==> src/rtl/shift_seq8_if.sv <==
// Bundle of request, shifter-control and result signals between shift_seq8
// and its environment (requester plus the 8-bit registered shifter).
interface shift_seq8_if;
  logic       start;
  logic [1:0] mode;
  logic [3:0] amount;
  logic [7:0] data;
  logic [7:0] sh_q;
  logic [2:0] op;
  logic [1:0] shamt;
  logic [7:0] d_in;
  logic       busy;
  logic       done;
  logic [7:0] result;

  modport master (
    output start, mode, amount, data, sh_q,
    input  op, shamt, d_in, busy, done, result
  );

  modport slave (
    input  start, mode, amount, data, sh_q,
    output op, shamt, d_in, busy, done, result
  );
endinterface

==> src/rtl/shift_seq8.sv <==
// Command sequencer for the 8-bit registered shifter: splits one 0..8 shift
// into LOAD plus steps of at most MAX_STEP bits and returns the shifter output.
module shift_seq8 #(
  parameter int MAX_STEP = 3
) (
  input  logic        clk,
  input  logic        reset,
  shift_seq8_if.slave bus
);

  localparam logic [2:0] OP_HOLD = 3'b000;
  localparam logic [2:0] OP_LSL  = 3'b001;
  localparam logic [2:0] OP_LSR  = 3'b010;
  localparam logic [2:0] OP_ASR  = 3'b100;
  localparam logic [2:0] OP_LOAD = 3'b111;

  localparam logic [3:0] STEP_MAX  = 4'(MAX_STEP);
  localparam logic [3:0] TOTAL_MAX = 4'd8;

  typedef enum logic [1:0] {
    IDLE  = 2'd0,
    LOAD  = 2'd1,
    SHIFT = 2'd2,
    FIN   = 2'd3
  } state_t;

  state_t     state_q, state_d;
  logic [3:0] rem_q, rem_d;
  logic [1:0] mode_q, mode_d;
  logic [7:0] data_q, data_d;
  logic [7:0] result_q, result_d;
  logic       done_q, done_d;

  logic [2:0] op_c;
  logic [1:0] shamt_c;
  logic [3:0] step_c;
  logic [3:0] rem_left_c;

  function automatic logic [3:0] clamp_total(input logic [3:0] amt);
    return (amt > TOTAL_MAX) ? TOTAL_MAX : amt;
  endfunction

  function automatic logic [3:0] step_of(input logic [3:0] rem);
    return (rem > STEP_MAX) ? STEP_MAX : rem;
  endfunction

  function automatic logic [2:0] shift_op(input logic [1:0] m);
    case (m)
      2'b00:   return OP_LSL;
      2'b01:   return OP_LSR;
      2'b10:   return OP_ASR;
      default: return OP_HOLD;
    endcase
  endfunction

  always_ff @(posedge clk or posedge reset) begin
    if (reset) begin
      state_q  <= IDLE;
      rem_q    <= 4'd0;
      mode_q   <= 2'b00;
      data_q   <= 8'h00;
      result_q <= 8'h00;
      done_q   <= 1'b0;
    end else begin
      state_q  <= state_d;
      rem_q    <= rem_d;
      mode_q   <= mode_d;
      data_q   <= data_d;
      result_q <= result_d;
      done_q   <= done_d;
    end
  end

  always_comb begin
    state_d    = state_q;
    rem_d      = rem_q;
    mode_d     = mode_q;
    data_d     = data_q;
    result_d   = result_q;
    done_d     = 1'b0;
    op_c       = OP_HOLD;
    shamt_c    = 2'b00;
    step_c     = 4'd0;
    rem_left_c = rem_q;

    case (state_q)
      IDLE: begin
        if (bus.start) begin
          mode_d  = bus.mode;
          data_d  = bus.data;
          // Pass-through is just a LOAD with no shift steps.
          rem_d   = (bus.mode == 2'b11) ? 4'd0 : clamp_total(bus.amount);
          state_d = LOAD;
        end
      end
      LOAD: begin
        op_c    = OP_LOAD;
        state_d = (rem_q != 4'd0) ? SHIFT : FIN;
      end
      SHIFT: begin
        op_c       = shift_op(mode_q);
        step_c     = step_of(rem_q);
        shamt_c    = step_c[1:0];
        rem_left_c = rem_q - step_c;
        rem_d      = rem_left_c;
        state_d    = (rem_left_c == 4'd0) ? FIN : SHIFT;
      end
      FIN: begin
        // Shifter register already holds the last step's value here.
        result_d = bus.sh_q;
        done_d   = 1'b1;
        state_d  = IDLE;
      end
      default: begin
        state_d = IDLE;
      end
    endcase
  end

  assign bus.op     = op_c;
  assign bus.shamt  = shamt_c;
  assign bus.d_in   = data_q;
  assign bus.busy   = (state_q != IDLE);
  assign bus.done   = done_q;
  assign bus.result = result_q;

endmodule

==> src/flat_wrapper.sv <==
// flat-port wrapper written by rule: the top's interface ports become plain ports
module shift_seq8_flat 
#(
  parameter int MAX_STEP = 3
)
  (clk, reset, bus_start, bus_mode, bus_amount, bus_data, bus_sh_q, bus_op, bus_shamt, bus_d_in, bus_busy, bus_done, bus_result);
  shift_seq8_if bus_i ();
  input  logic clk;
  input  logic reset;
  input wire logic [$bits(bus_i.start)-1:0] bus_start;
  input wire logic [$bits(bus_i.mode)-1:0] bus_mode;
  input wire logic [$bits(bus_i.amount)-1:0] bus_amount;
  input wire logic [$bits(bus_i.data)-1:0] bus_data;
  input wire logic [$bits(bus_i.sh_q)-1:0] bus_sh_q;
  output wire logic [$bits(bus_i.op)-1:0] bus_op;
  output wire logic [$bits(bus_i.shamt)-1:0] bus_shamt;
  output wire logic [$bits(bus_i.d_in)-1:0] bus_d_in;
  output wire logic [$bits(bus_i.busy)-1:0] bus_busy;
  output wire logic [$bits(bus_i.done)-1:0] bus_done;
  output wire logic [$bits(bus_i.result)-1:0] bus_result;
  assign bus_i.start = bus_start;
  assign bus_i.mode = bus_mode;
  assign bus_i.amount = bus_amount;
  assign bus_i.data = bus_data;
  assign bus_i.sh_q = bus_sh_q;
  assign bus_op = bus_i.op;
  assign bus_shamt = bus_i.shamt;
  assign bus_d_in = bus_i.d_in;
  assign bus_busy = bus_i.busy;
  assign bus_done = bus_i.done;
  assign bus_result = bus_i.result;
  shift_seq8 #(.MAX_STEP(MAX_STEP)) u_core (.clk(clk), .reset(reset), .bus(bus_i));
endmodule
==> config.mk <==
export PLATFORM = sky130hd
export DESIGN_NAME = shift_seq8_flat
export DESIGN_NICKNAME = d
export VERILOG_FILES = /design/src/rtl/shift_seq8_if.sv /design/src/rtl/shift_seq8.sv /design/src/flat_wrapper.sv
export SDC_FILE = /design/constraint.sdc
export NUM_CORES = 1
export LEC_CHECK = 0
export BUFFER_PORTS_ARGS = -buffer_cell sky130_fd_sc_hd__buf_4
export CAP_MARGIN = 25
export CORE_UTILIZATION = 41
export DETAILED_ROUTE_END_ITERATION = 7
export PLACE_DENSITY = 0.68
export SYNTH_ARGS = -nofsm -noshare
export SYNTH_HDL_FRONTEND = slang
export SYNTH_SLANG_ARGS = --single-unit
==> constraint.sdc <==
create_clock -name clk -period 5.2 [get_ports clk]
set_clock_uncertainty 0.2 [all_clocks]
set_input_delay 0.78 -clock clk [delete_from_list [all_inputs] [get_ports clk]]
set_output_delay 0.78 -clock clk [all_outputs]
set_load 0.005 [all_outputs]
# Word-level counts from Yosys, hierarchy flattened
# Index checks and enable logic that the tools add are counted.
[classes]
mux = 13
add_sub_neg = 1
reduce_logical = 8
magnitude_cmp = 2
n_eq_ne = 7
[ops]
columns = ["operator", "count"]
rows = [
  ["two-way mux 4 bit", 4],
  ["one-hot mux 3 bit (3 select lines)", 1],
  ["== test 2 bit (second input constant)", 4],
  ["one-hot mux 2 bit (4 select lines)", 1],
  ["one-hot mux 4 bit (2 select lines)", 1],
  ["one-hot mux 3 bit (2 select lines)", 1],
  ["== test 2 x 1 -> 1 bit (second input constant)", 2],
  ["> comparator 4 x 2 -> 1 bit (second input constant)", 1],
  ["> comparator 4 bit (second input constant)", 1],
  ["zero test 2 bit", 2],
  ["zero test 4 bit", 1],
  ["two-way mux 2 bit", 2],
  ["AND reduction 2 bit", 2],
  ["nonzero test 2 bit", 2],
  ["nonzero test 4 bit", 1],
  ["subtractor 4 bit", 1],
  ["two-way mux 1 bit", 3],
  ["!= test 2 bit (second input constant)", 1],
]
[totals]
reg_bits = 25
in_bits = 25
wordCells = 37

# Logic depth before layout (Yosys ltp)
# Gate-level depths: netlist of the first run.
[depth]
depth_word = 6
mapped_depth = 6
ltp_nobuf = 6

# Least setup slack after synthesis of the first run
# No wires, ideal clock.
[synth_timing]
path_type = "reg-to-output"
start = "register u_core.state_q[0]"
end = "output port bus_op[1]"
arrival_ns = 1.124
setup_slack_ns = 3.096
path_stages_with_launch = 6
path_buffers = 0
required_ns = 4.220
path_cell_list = "dfrtp_1 > inv_1 > ha_1 > inv_2 > nor3b_1 > o21a_1"
[synth_between]
elab_chain_len = 2
elab_cells_between_ends = 3
[synth_rtl]
columns = ["item", "line_no", "source"]
rows = [
  ["from (decl)", "shift_seq8.sv:27", "state_t state_q, state_d;"],
  ["from (signal assigned)", "shift_seq8.sv:65", "state_q <= state_d;"],
  ["== test 2 bit / == test 2 x 1 -> 1 bit (equally long branches)", "--", ""],
  ["one-hot mux 3 bit (2 select lines) (*)", "shift_seq8.sv:86", "case (state_q)"],
  ["to (decl)", "flat_wrapper.sv:15", "output wire logic [$bits(bus_i.op)-1:0] bus_op;"],
]
# Mark *: on every way between the ends. The rest lies on a longest branch, timed or not.

# Worst setup path after layout of the first run
[layout_timing]
start = "register u_core.state_q[0]"
end = "output port bus_op[0]"
# Same word-level chain as after synthesis.

==> results of run 1 <==
[path summary, 6_finish.rpt]
path | to | startpoint | cells after the start
worst min-delay path | u_core.bus.d_in[6]$_DFFE_PP0P_ | u_core.bus.d_in[6]$_DFFE_PP0P_ | 1
min in group asynchronous | u_core.bus.d_in[3]$_DFFE_PP0P_ | reset | 2
worst max-delay path | bus_op[0] | u_core.state_q[0]$_DFFE_PP0P_ | 6
worst max register to register | u_core.rem_q[3]$_DFFE_PP0P_ | u_core.state_q[1]$_DFFE_PP0P_ | 5
max in group asynchronous | u_core.bus.result[3]$_DFFE_PP0P_ | reset | 2
worst min register to register | u_core.bus.d_in[6]$_DFFE_PP0P_ | u_core.bus.d_in[6]$_DFFE_PP0P_ | 1
[power groups by stage]
| stage | clock, W | sequential, W | combinational [W] |
|---|---|---|---|
| floorplan | 0 | 0.000359 | 0.000278 |
| global placement | 0 | 0.000361 | 0.000482 |
| detailed placement | 0 | 0.000366 | 0.000493 |
| CTS | 0.0000878 | 0.000361 | 0.000495 |
| global route | 0.0000944 | 0.000374 | 0.000540 |
| finish | 0.0000828 | 0.000361 | 0.000487 |
[cell families after synthesis]
family / count (synthesis) / synth area share
buffers and inverters: 7 / 0.0239
AO/OA/AOI/OAI: 16 / 0.0889
multiplexers: 19 / 0.185
adder cells (fa/ha/maj): 5 / 0.0542
AND/OR/NAND/NOR: 24 / 0.105
flip-flops: 25 / 0.542
[through the flow]
| stage | hold WS (ps) | cells | utilization |
|---|---|---|---|
| 2_1_floorplan | 304 | 96 | - |
| 3_3_place_gp | 289 | 172 | 0.599 |
| 3_5_place_dp | 296 | 172 | 0.599 |
| 4_1_cts | 326 | 176 | 0.610 |
| 5_1_grt | 341 | 176 | 0.610 |
| 6_report | 323 | 176 | 0.610 |
[final cells by class]
cell class | count | area [um2]
inverters | 6 | 22.5
well taps | 30 | 37.5
clock buffers | 4 | 26.3
multi-input cells | 64 | 500
flip-flops and latches | 25 | 626
repair buffers | 47 | 353
fillers | 235 | 1000
[metal layers]
layer	vias up	wire length [um]	global-route usage
met1	425	1020	0.223
li1	435	-	-
met3	4	123	0.0410
met2	27	1130	0.271
met4	0	31	0.0708
met5	-	0	0
[flip-flops by register name (all words and copies together), names as in the netlist]
| name | count |
|---|---|
| u_core.bus.done | 1 |
| u_core.bus.d_in | 8 |
| u_core.rem_q | 4 |
| u_core.mode_q | 2 |
| u_core.bus.result | 8 |
| u_core.state_q | 2 |
[placed cells by master, fill, tap and decap left out, drive strengths merged, types with 2 or more instances in the layout]
master,n
a21oi,6
inv,6
buf,47
o21a,3
clkbuf,4
ha,5
dfrtp,25
o21ai,2
nor3,3
mux2,19
or2,2
nor2,8
nand2,4
==> summary.md, run 1 <==
| Metric | Value |
|---|---|
| Die Ht | `55.0 um` |
| WL final | `2310 um` |
| Maximum Capacitance Violations | `0` |
| Clk buf depth | `2` |
| Synthesized cell area | `around 1200 um2` |
| I/O Pins | `48` |
| Predominant post-synthesis flop cell | `dfrtp_1` |
| Final ANT Viol Nets | `0` |
| Worst slew pin tran | `909 ps` |
| Yosys warnings | `0` |
| Comb pwr share | `0.523` |
| Die width | `roughly 55 um` |
| Post-CTS Setup Repair Bufs | `0` |
| Initial Util | `0.449` |
| DR iter-0 viols | `9` |
| Register area share after synthesis | `0.542` |
| Top delay family on crit path | `flip-flops` |
| Tot GR Track Use | `0.171` |
| Final setup margin | `2510 ps` |
| Internal power | `between 0.0006 and 0.0007 W` |
| Distinct cells, synth | `26` |
| Sw Share | `0.343` |
| Ant. Diodes | `0` |
| Gp weighted congestion | `around 0.80` |
| Number of buffers created by CTS | `3` |
| # rows | `18` |
| CTS sink cnt | `25` |
| Clock Latency Late Sink | `about 310 ps` |
| Setup TNS | `0 ps` |
| Slowest-stage cell, CP | `dfrtp_1` |
| Tot Pwr | `0.000930 W` |
| Area leader, netlist | `dfrtp_1` |
| Sequential power share | `0.388` |
| Routed WL per cell | `13.1 um` |
| Clock root buffer | `clkbuf_4` |
| Htree depth | `1` |
| Commonest cells in the netlist | `dfrtp_1, mux2_2, nor2_1, a21oi_1` |
| Antenna violations before repair | `0` |
| CP Max Fanout | `7` |
| Worst EP required | `4220 ps` |
| Synth Register Bits | `25` |
| Largest net degree at the start of global routing | `26` |
| Final setup viols | `0` |
| R2R Setup Slk | `approximately 3400 ps` |
| Peak supply drop | `~360 uV` |
| Ys async rst share | `1.00` |
| Post-synthesis cell count | `96` |
| Synth area leaders | `dfrtp_1, mux2_2, ha_1` |
| Vias in the first global route | `about 900` |
| WP data arrival | `approximately 1700 ps` |
| Post-synth EDFFs | `0` |
| Die area | `3030 um2` |
| Area share of the largest cell type after synthesis | `0.542` |
| First drt pass iteration count | `4` |
| Post-cts resize count | `0` |
| Fmax achieved | `~370 MHz` |
| Worst min path class | `register to register` |
| Hold_buf cts | `0` |
| Pwr per Cell Area | `roughly 590 nW/um2` |
| Avg Inst Size Synth | `between 10 and 15 um2` |
| Dpl ws | `about 2800 ps` |
| Area growth from synthesis to layout | `35.7%` |
| Worst Setup Start Kind | `register` |
| First-pass GRT wire length | `~3700 um` |
| Outcome | `complete, no violations` |
| CTS tree | `yes` |
| Ratio of routed vias to standard cells | `about 5.1` |
| Switch Pwr | `0.000319 W` |
| CP Capture Type | `output pin` |
| Port Buffer Count | `47` |
| Leakage power | `0.752 nW` |
| Final HPWL from detailed placement | `1820 um` |
| Hold Fails Final Rpt | `0` |
| Worst Path Buf+Inv | `3` |
| Layout cells sized above 1 | `0.507` |
| Total congestion overflow | `0` |
| Vias | `about 900` |
| Final min period | `approximately 2700 ps` |
| Slowest cell delay on critical path | `430 ps` |
| Pins over their slew limit | `0` |
| Max_slew headroom | `0.393` |
| Clock Power Share | `0.089` |
| Kind of critical path | `register to output pin` |
| Final Instance Area | `between 1500 and 2000 um2` |
| Nets | `between 150 and 200` |
| Clk slew on worst S/H paths | `130 ps` |
| Synth Net Count | `around 130` |
| RSZ-0062 raised after global routing | `no` |
| Count leader, synth | `dfrtp_1` |
| DR DRC count | `0` |
| Final Cycle Share | `0.518` |
| Worst-path cell chain | `inv_1, ha_1, inv_2, nor3_1, o21a_1, buf_4` |
| Placed Area | `around 1500 um2` |
| Core footprint | `approximately 2600 um2` |
Power figures use the tool's default switching activity.
==> run 2, diff against run 1 <==
--- a/config.mk
+++ b/config.mk
@@ -9,7 +9,7 @@
 export CAP_MARGIN = 25
 export CORE_UTILIZATION = 41
 export DETAILED_ROUTE_END_ITERATION = 7
-export PLACE_DENSITY = 0.68
+export PLACE_DENSITY = 0.71
 export SYNTH_ARGS = -nofsm -noshare
 export SYNTH_HDL_FRONTEND = slang
 export SYNTH_SLANG_ARGS = --single-unit
==> constraint.sdc (replaced) <==
create_clock -name clk -period 2.4 [get_ports clk]
set_clock_uncertainty 0.2 [all_clocks]
set_input_delay 0.36 -clock clk [delete_from_list [all_inputs] [get_ports clk]]
set_output_delay 0.36 -clock clk [all_outputs]
set_load 0.005 [all_outputs]
==> summary.md, run 2 (synthesized netlist as in run 1, its figures left out) <==
| Metric | Value |
|---|---|
| Peak supply drop | `811 uV (+130%)` |
| Nets | `179 (+1.1%)` |
| Fmax achieved | `roughly 450 MHz` |
| Top sig layer | `met4` |
| Clk buf depth | `2 (unchanged)` |
| CP Max Fanout | `7 (unchanged)` |
| Core footprint | `2570 um2 (unchanged)` |
| Hold WS | `55.3 ps (-267 ps)` |
| Leakage power | `0.758 nW (+0.85%)` |
| Largest net degree at the start of global routing | `26 (unchanged)` |
| Met3 WL post-DR | `103 um (-16%)` |
| Final HPWL from detailed placement | `1780 um (-2.4%)` |
| Reg-to-reg startpoint | `u_core.state_q[0]$_DFFE_PP0P_` |
| Commonest non-fill, non-tap cell in the layout | `buf_4` |
| Pwr per Cell Area | `1280 nW/um2 (+120%)` |
| Final Cycle Share | `0.923` |
| Worst min path class | `primary input to register` |
| Clock root buffer | `clkbuf_4` |
| Worst Setup Start Kind | `register` |
| Setup TNS | `0 ps (unchanged)` |
| CTS tree | `yes` |
| Die Ht | `55.0 um (unchanged)` |
| Vias in the first global route | `840 (-6.3%)` |
| FF/Latch Area | `626 um2 (unchanged)` |
| Max_slew headroom | `0.749 (+0.356)` |
| Pins over their slew limit | `0 (unchanged)` |
| Clock Latency Late Sink | `320 ps (about the same)` |
| Final setup margin | `185 ps (-2320 ps)` |
| RSZ-0062 raised after global routing | `no` |
| Final ANT Viol Nets | `0 (unchanged)` |
| Gp weighted congestion | `0.791 (-0.68%)` |
| Die width | `55.0 um (unchanged)` |
| Hold Fails Final Rpt | `0 (unchanged)` |
| Worst Path Buf+Inv | `3 (unchanged)` |
| Port Buffer Count | `47 (unchanged)` |
| Number of buffers created by CTS | `3 (unchanged)` |
| Ratio of routed vias to standard cells | `5.02 (-0.90%)` |
| Area growth from synthesis to layout | `37.7%` |
| DR DRC count | `0 (unchanged)` |
| Slowest-stage cell, CP | `dfrtp_1` |
| Tot GR Track Use | `0.172 (+0.000874)` |
| Htree depth | `1 (unchanged)` |
| First-pass GRT wire length | `3640 um (-0.93%)` |
| Top delay family on crit path | `flip-flops` |
| Total congestion overflow | `0 (unchanged)` |
| Dpl ws | `480 ps (-2360 ps)` |
| Slowest cell delay on critical path | `440 ps (about the same)` |
| Hold Path Origin | `bus_data[3]` |
| Clk slew on worst S/H paths | `140 ps (about the same)` |
| Antenna violations before repair | `0 (unchanged)` |
| Commonest cells after routing, fill and taps aside | `buf_4, dfrtp_1, mux2_2` |
| Worst slew pin tran | `376 ps (-534 ps)` |
| WP data arrival | `1650 ps (-60 ps)` |
| Final min period | `2210 ps` |
| CTS sink cnt | `25 (unchanged)` |
| # rows | `18 (unchanged)` |
| WL met2 | `1170 um (+3.7%)` |
| Worst EP required | `1840 ps (-2380 ps)` |
| DR iter-0 viols | `7 (-2)` |
| Post-CTS Setup Repair Bufs | `0 (unchanged)` |
| Dpl cells | `173 (+0.58%)` |
| Critical Path Source | `u_core.state_q[0]$_DFFE_PP0P_` |
| Kind of critical path | `register to output pin` |
| Metal1 wirelength | `1080 um (+5.9%)` |
| Worst-path cell chain | `inv_1, ha_2, inv_2, nor3b_1, o21a_1, buf_4` |
| WL final | `2370 um (+2.7%)` |
| Ant. Diodes | `0 (unchanged)` |
| I/O Pins | `48 (unchanged)` |
| First drt pass iteration count | `4 (unchanged)` |
| Routed WL per cell | `13.3 um (+1.5%)` |
| Die area | `3030 um2 (unchanged)` |
| Initial Util | `0.449 (unchanged)` |
| CP Capture Type | `output pin` |
| Layout cells sized above 1 | `0.520 (+0.0134)` |
| Footprint of the multi-input gates | `503 um2 (+0.50%)` |
| Cell Count, Final, Fillers Out | `178 (+1.1%)` |
| Layout filler cell count | `223 (-5.1%)` |
| Final setup viols | `0 (unchanged)` |
| Outcome | `complete, no violations` |
| Maximum Capacitance Violations | `0 (unchanged)` |
| Vias | `893 (+0.22%)` |
## run 2: cell type report
cell class | instances | share of cell area
flip-flops and latches | 25 | 0.394
multi-input cells | 64 | 0.317
repair buffers | 49 | 0.233
well taps | 30 | 0.0236
clock buffers | 3 | 0.0142
inverters | 6 | 0.0142
clock inverters | 1 | 0.00472
## run 2: through the flow
stage	power [W]	utilization	area (um2)
after floorplan	0.00138	-	1150
after global placement	0.00183	0.602	1550
after detailed placement	0.00185	0.602	1550
after CTS	0.00206	0.618	1590
after global routing	0.00221	0.619	1590
final	0.00204	0.619	1590
## run 2: path summary, 6_finish.rpt
kind                                                         end  slack [ps]  depth (start not counted)
worst min register to register  u_core.bus.result[1]$_DFFE_PP0P_         330                          1
max in group asynchronous            u_core.rem_q[1]$_DFFE_PP0P_        1320                          4
worst max-delay path                                   bus_op[1]         190                          6
worst max register to register       u_core.rem_q[3]$_DFFE_PP0P_         560                          5
min in group asynchronous         u_core.bus.d_in[1]$_DFFE_PP0P_         430                          4
worst min-delay path              u_core.bus.d_in[3]$_DFFE_PP0P_          60                          2
## run 2: power breakdown
group	internal, W	switching (W)
Sequential	0.000636	0.000150
Combinational	0.000628	0.000430
Clock	0.0000637	0.000131
## run 2: per-layer routing
layer / GRT usage / vias up
li1: - / 441
met1: 0.228 / 423
met2: 0.271 / 27
met3: 0.0355 / 2
met4: 0.0750 / 0
met5: 0 / -
## run 2: timing repair
item                       in CTS  in global routing
hold buffers                    1                  0
hold endpoints to repair       25                  0
resized for setup               0                  1
setup endpoints to repair       0                  2
==> run 3, diff against run 2 <==
--- a/config.mk
+++ b/config.mk
@@ -5,11 +5,12 @@
 export SDC_FILE = /design/constraint.sdc
 export NUM_CORES = 1
 export LEC_CHECK = 0
+export ABC_AREA = 1
 export BUFFER_PORTS_ARGS = -buffer_cell sky130_fd_sc_hd__buf_4
 export CAP_MARGIN = 25
 export CORE_UTILIZATION = 41
 export DETAILED_ROUTE_END_ITERATION = 7
-export PLACE_DENSITY = 0.71
+export PLACE_DENSITY = 0.7
 export SYNTH_ARGS = -nofsm -noshare
 export SYNTH_HDL_FRONTEND = slang
 export SYNTH_SLANG_ARGS = --single-unit
==> summary.md, run 3 <==
| Metric | Value |
|---|---|
| Xor/xnor share of the synthesized area | `0 (unchanged)` |
| Leakage power | `0.865 nW (+14%)` |
| First-pass GRT wire length | `4220 um (+16%)` |
| CP Capture Type | `output pin` |
| Hold Fails Final Rpt | `0 (unchanged)` |
| Clk buf depth | `2 (unchanged)` |
| Total congestion overflow | `0 (unchanged)` |
| Final setup margin | `177 ps (-8.41 ps)` |
| Final setup viols | `0 (unchanged)` |
| Synth Area in Adders | `0.0522 (-0.00198)` |
| Port Buffer Count | `47 (unchanged)` |
| Kind of critical path | `register to output pin` |
| Final Instance Area | `1630 um2 (+2.6%)` |
| Maximum Capacitance Violations | `0 (unchanged)` |
| I/O Pins | `48 (unchanged)` |
| Dpl cells | `203 (+17%)` |
| First drt pass iteration count | `4 (unchanged)` |
| Area leader, netlist | `dfrtp_1` |
| Vias | `1,020 (+14%)` |
| Mux contribution to synthesized area | `0.0752 (-0.110)` |
| Commonest cells after routing, fill and taps aside | `buf_4, nand2_1, dfrtp_1` |
| Die width | `56.0 um (+1.8%)` |
| Worst Setup Start Kind | `register` |
| Pwr per Cell Area | `1250 nW/um2 (-2.7%)` |
| Worst EP required | `1840 ps (about the same)` |
| Area share of the largest cell type after synthesis | `0.522 (-0.0198)` |
| Yosys warnings | `0 (unchanged)` |
| # rows | `19 (+1)` |
| Layout cells sized above 1 | `0.374 (-0.146)` |
| Htree depth | `1 (unchanged)` |
| Avg Inst Size Synth | `9.43 um2 (-22%)` |
| Tot Pwr | `0.00203 W (-0.19%)` |
| DR DRC count | `0 (unchanged)` |
| Worst slew pin tran | `388 ps (+12.1 ps)` |
| Dpl ws | `557 ps (+77.4 ps)` |
| Commonest cells in the netlist | `nand2_1, dfrtp_1, inv_1, a21oi_1, mux2_2` |
| Clock Latency Late Sink | `320 ps (about the same)` |
| Synthesized cell area | `1200 um2 (+3.8%)` |
| Register area share after synthesis | `0.522 (-0.0198)` |
| Largest net degree at the start of global routing | `26 (unchanged)` |
| DR iter-0 viols | `16 (+9)` |
| Initial Util | `0.434 (-0.0151)` |
| Ys async rst share | `1.00 (unchanged)` |
| Max_slew headroom | `0.741 (-0.00805)` |
| Count leader, synth | `nand2_1` |
| Vias in the first global route | `1,009 (+20%)` |
| CTS tree | `yes` |
| WL final | `2480 um (+4.9%)` |
| Number of buffers created by CTS | `3 (unchanged)` |
| Worst min path class | `primary input to register` |
| Synth Net Count | `157 (+25%)` |
| Post-CTS Setup Repair Bufs | `0 (unchanged)` |
| RSZ-0062 raised after global routing | `no` |
| Peak supply drop | `830 uV (+2.3%)` |
| Slowest cell delay on critical path | `450 ps (about the same)` |
| Die area | `3140 um2 (+3.6%)` |
| Worst Path Buf+Inv | `2 (-1)` |
| Antenna violations before repair | `0 (unchanged)` |
| Gp weighted congestion | `0.837 (+5.8%)` |
| Clock root buffer | `clkbuf_4` |
| Synth Register Bits | `25 (unchanged)` |
| Area growth from synthesis to layout | `36.2%` |
| Predominant post-synthesis flop cell | `dfrtp_1` |
| Tot GR Track Use | `0.171 (-0.00128)` |
| CP Max Fanout | `8 (+1)` |
| Nets | `210 (+17%)` |
| WP data arrival | `1660 ps (about the same)` |
| Distinct cells, synth | `21 (-19%)` |
| Synth area leaders | `dfrtp_1, nand2_1, mux2_2` |
| Final min period | `2220 ps (+8.41 ps)` |
| Outcome | `complete, no violations` |
| Pins over their slew limit | `0 (unchanged)` |
| Final Cycle Share | `0.926 (+0.00350)` |
| Core footprint | `2760 um2 (+7.4%)` |
| Die Ht | `56.0 um (+1.8%)` |
| CTS sink cnt | `25 (unchanged)` |
| Final HPWL from detailed placement | `1960 um (+10%)` |
| Routed WL per cell | `11.8 um (-11%)` |
| Final ANT Viol Nets | `0 (unchanged)` |
| Ratio of routed vias to standard cells | `4.86 (-3.2%)` |
| R2R Setup Slk | `660 ps (+100 ps)` |
| Commonest non-fill, non-tap cell in the layout | `buf_4` |
| Clk slew on worst S/H paths | `150 ps (about the same)` |
| Worst-path cell chain | `inv_1, ha_1, nand3_1, a21oi_1, buf_4` |
| Ant. Diodes | `0 (unchanged)` |
| Slowest-stage cell, CP | `dfrtp_1` |
| Largest family of logic cells by synthesized area | `simple AND/OR/NAND/NOR gates` |
| Post-synth EDFFs | `0 (unchanged)` |
| Placed Area | `1570 um2 (+1.5%)` |
| Cell Count, Final, Fillers Out | `210 (+18%)` |
| Post-synthesis cell count | `127 (+32%)` |
| Fmax achieved | `450 MHz (-0.38%)` |
| Top delay family on crit path | `flip-flops` |
| Simple-gate portion of the synthesized area | `0.193 (+0.0881)` |
| Complex-gate fraction of the synthesized area | `0.0857 (-0.00325)` |
| Setup TNS | `0 ps (unchanged)` |
==> run 3: changes by cell type after synthesis, sizes merged, moves of 4 or more <==
cell   delta
o21ai     +4
inv       +8
mux2     -11
nand2    +39
==> run 3: layer usage <==
metal	GRT usage	part of all wire	wire length, um
met5	0	0	0
met4	0.0523	0.0052	13
met3	0.0279	0.038	94
met2	0.316	0.55	1360
met1	0.200	0.41	1020
==> run 3: final cells by class <==
cell class,instances,area [um2]
multi-input cells,85,487
inverters,14,57.6
well taps,31,38.8
clock buffers,3,22.5
flip-flops and latches,25,626
clock inverters,1,8.76
repair buffers,51,390
fillers,255,1130
==> run 3: power breakdown <==
part	switching [W]	internal (W)
Sequential	0.000122	0.000628
Clock	0.000137	0.0000679
Combinational	0.000532	0.000549
Total	0.000790	0.00124
==> run 3: kinds of logic after synthesis <==
group,after synthesis
flops,25
simple gates,55
fa+ha+maj,5
buf+inv,17
mux,8
compound gates,17
==> run 3: per-stage QoR <==
step,util,hold slack (ps)
6_report,0.591,19.5
5_1_grt,0.591,8.41
4_1_cts,0.591,4.02
3_5_place_dp,0.569,237
3_3_place_gp,0.569,229
2_1_floorplan,-,187
==> run 3: final timing paths <==
| check | from | cells past startpoint | end |
|---|---|---|---|
| hold reg to reg | u_core.bus.d_in[1]$_DFFE_PP0P_ | 2 | u_core.bus.d_in[1]$_DFFE_PP0P_ |
| setup / recovery | u_core.state_q[0]$_DFFE_PP0P_ | 5 | bus_op[1] |
| setup reg to reg | u_core.rem_q[3]$_DFFE_PP0P_ | 9 | u_core.rem_q[2]$_DFFE_PP0P_ |
| max in group asynchronous | reset | 4 | u_core.rem_q[1]$_DFFE_PP0P_ |
| hold / removal | bus_data[1] | 3 | u_core.bus.d_in[1]$_DFFE_PP0P_ |
| min in group asynchronous | reset | 4 | u_core.bus.d_in[7]$_DFFE_PP0P_ |
==> run 3: worst register-to-register path, delay by kind of cell (launching register included) <==
kind / cells / cell delay, ps
compound gates: 3 / 210
buf+inv: 1 / 130
simple gates: 4 / 530
flops: 1 / 410
fa+ha+maj: 1 / 170
==> run 3: what timing repair did <==
item | 4_1_cts | 5_1_grt
hold buffers | 3 | 0
endpoints found under the hold margin | 27 | 0
endpoints found under the setup margin | 0 | 0
gates resized for setup | 0 | 0
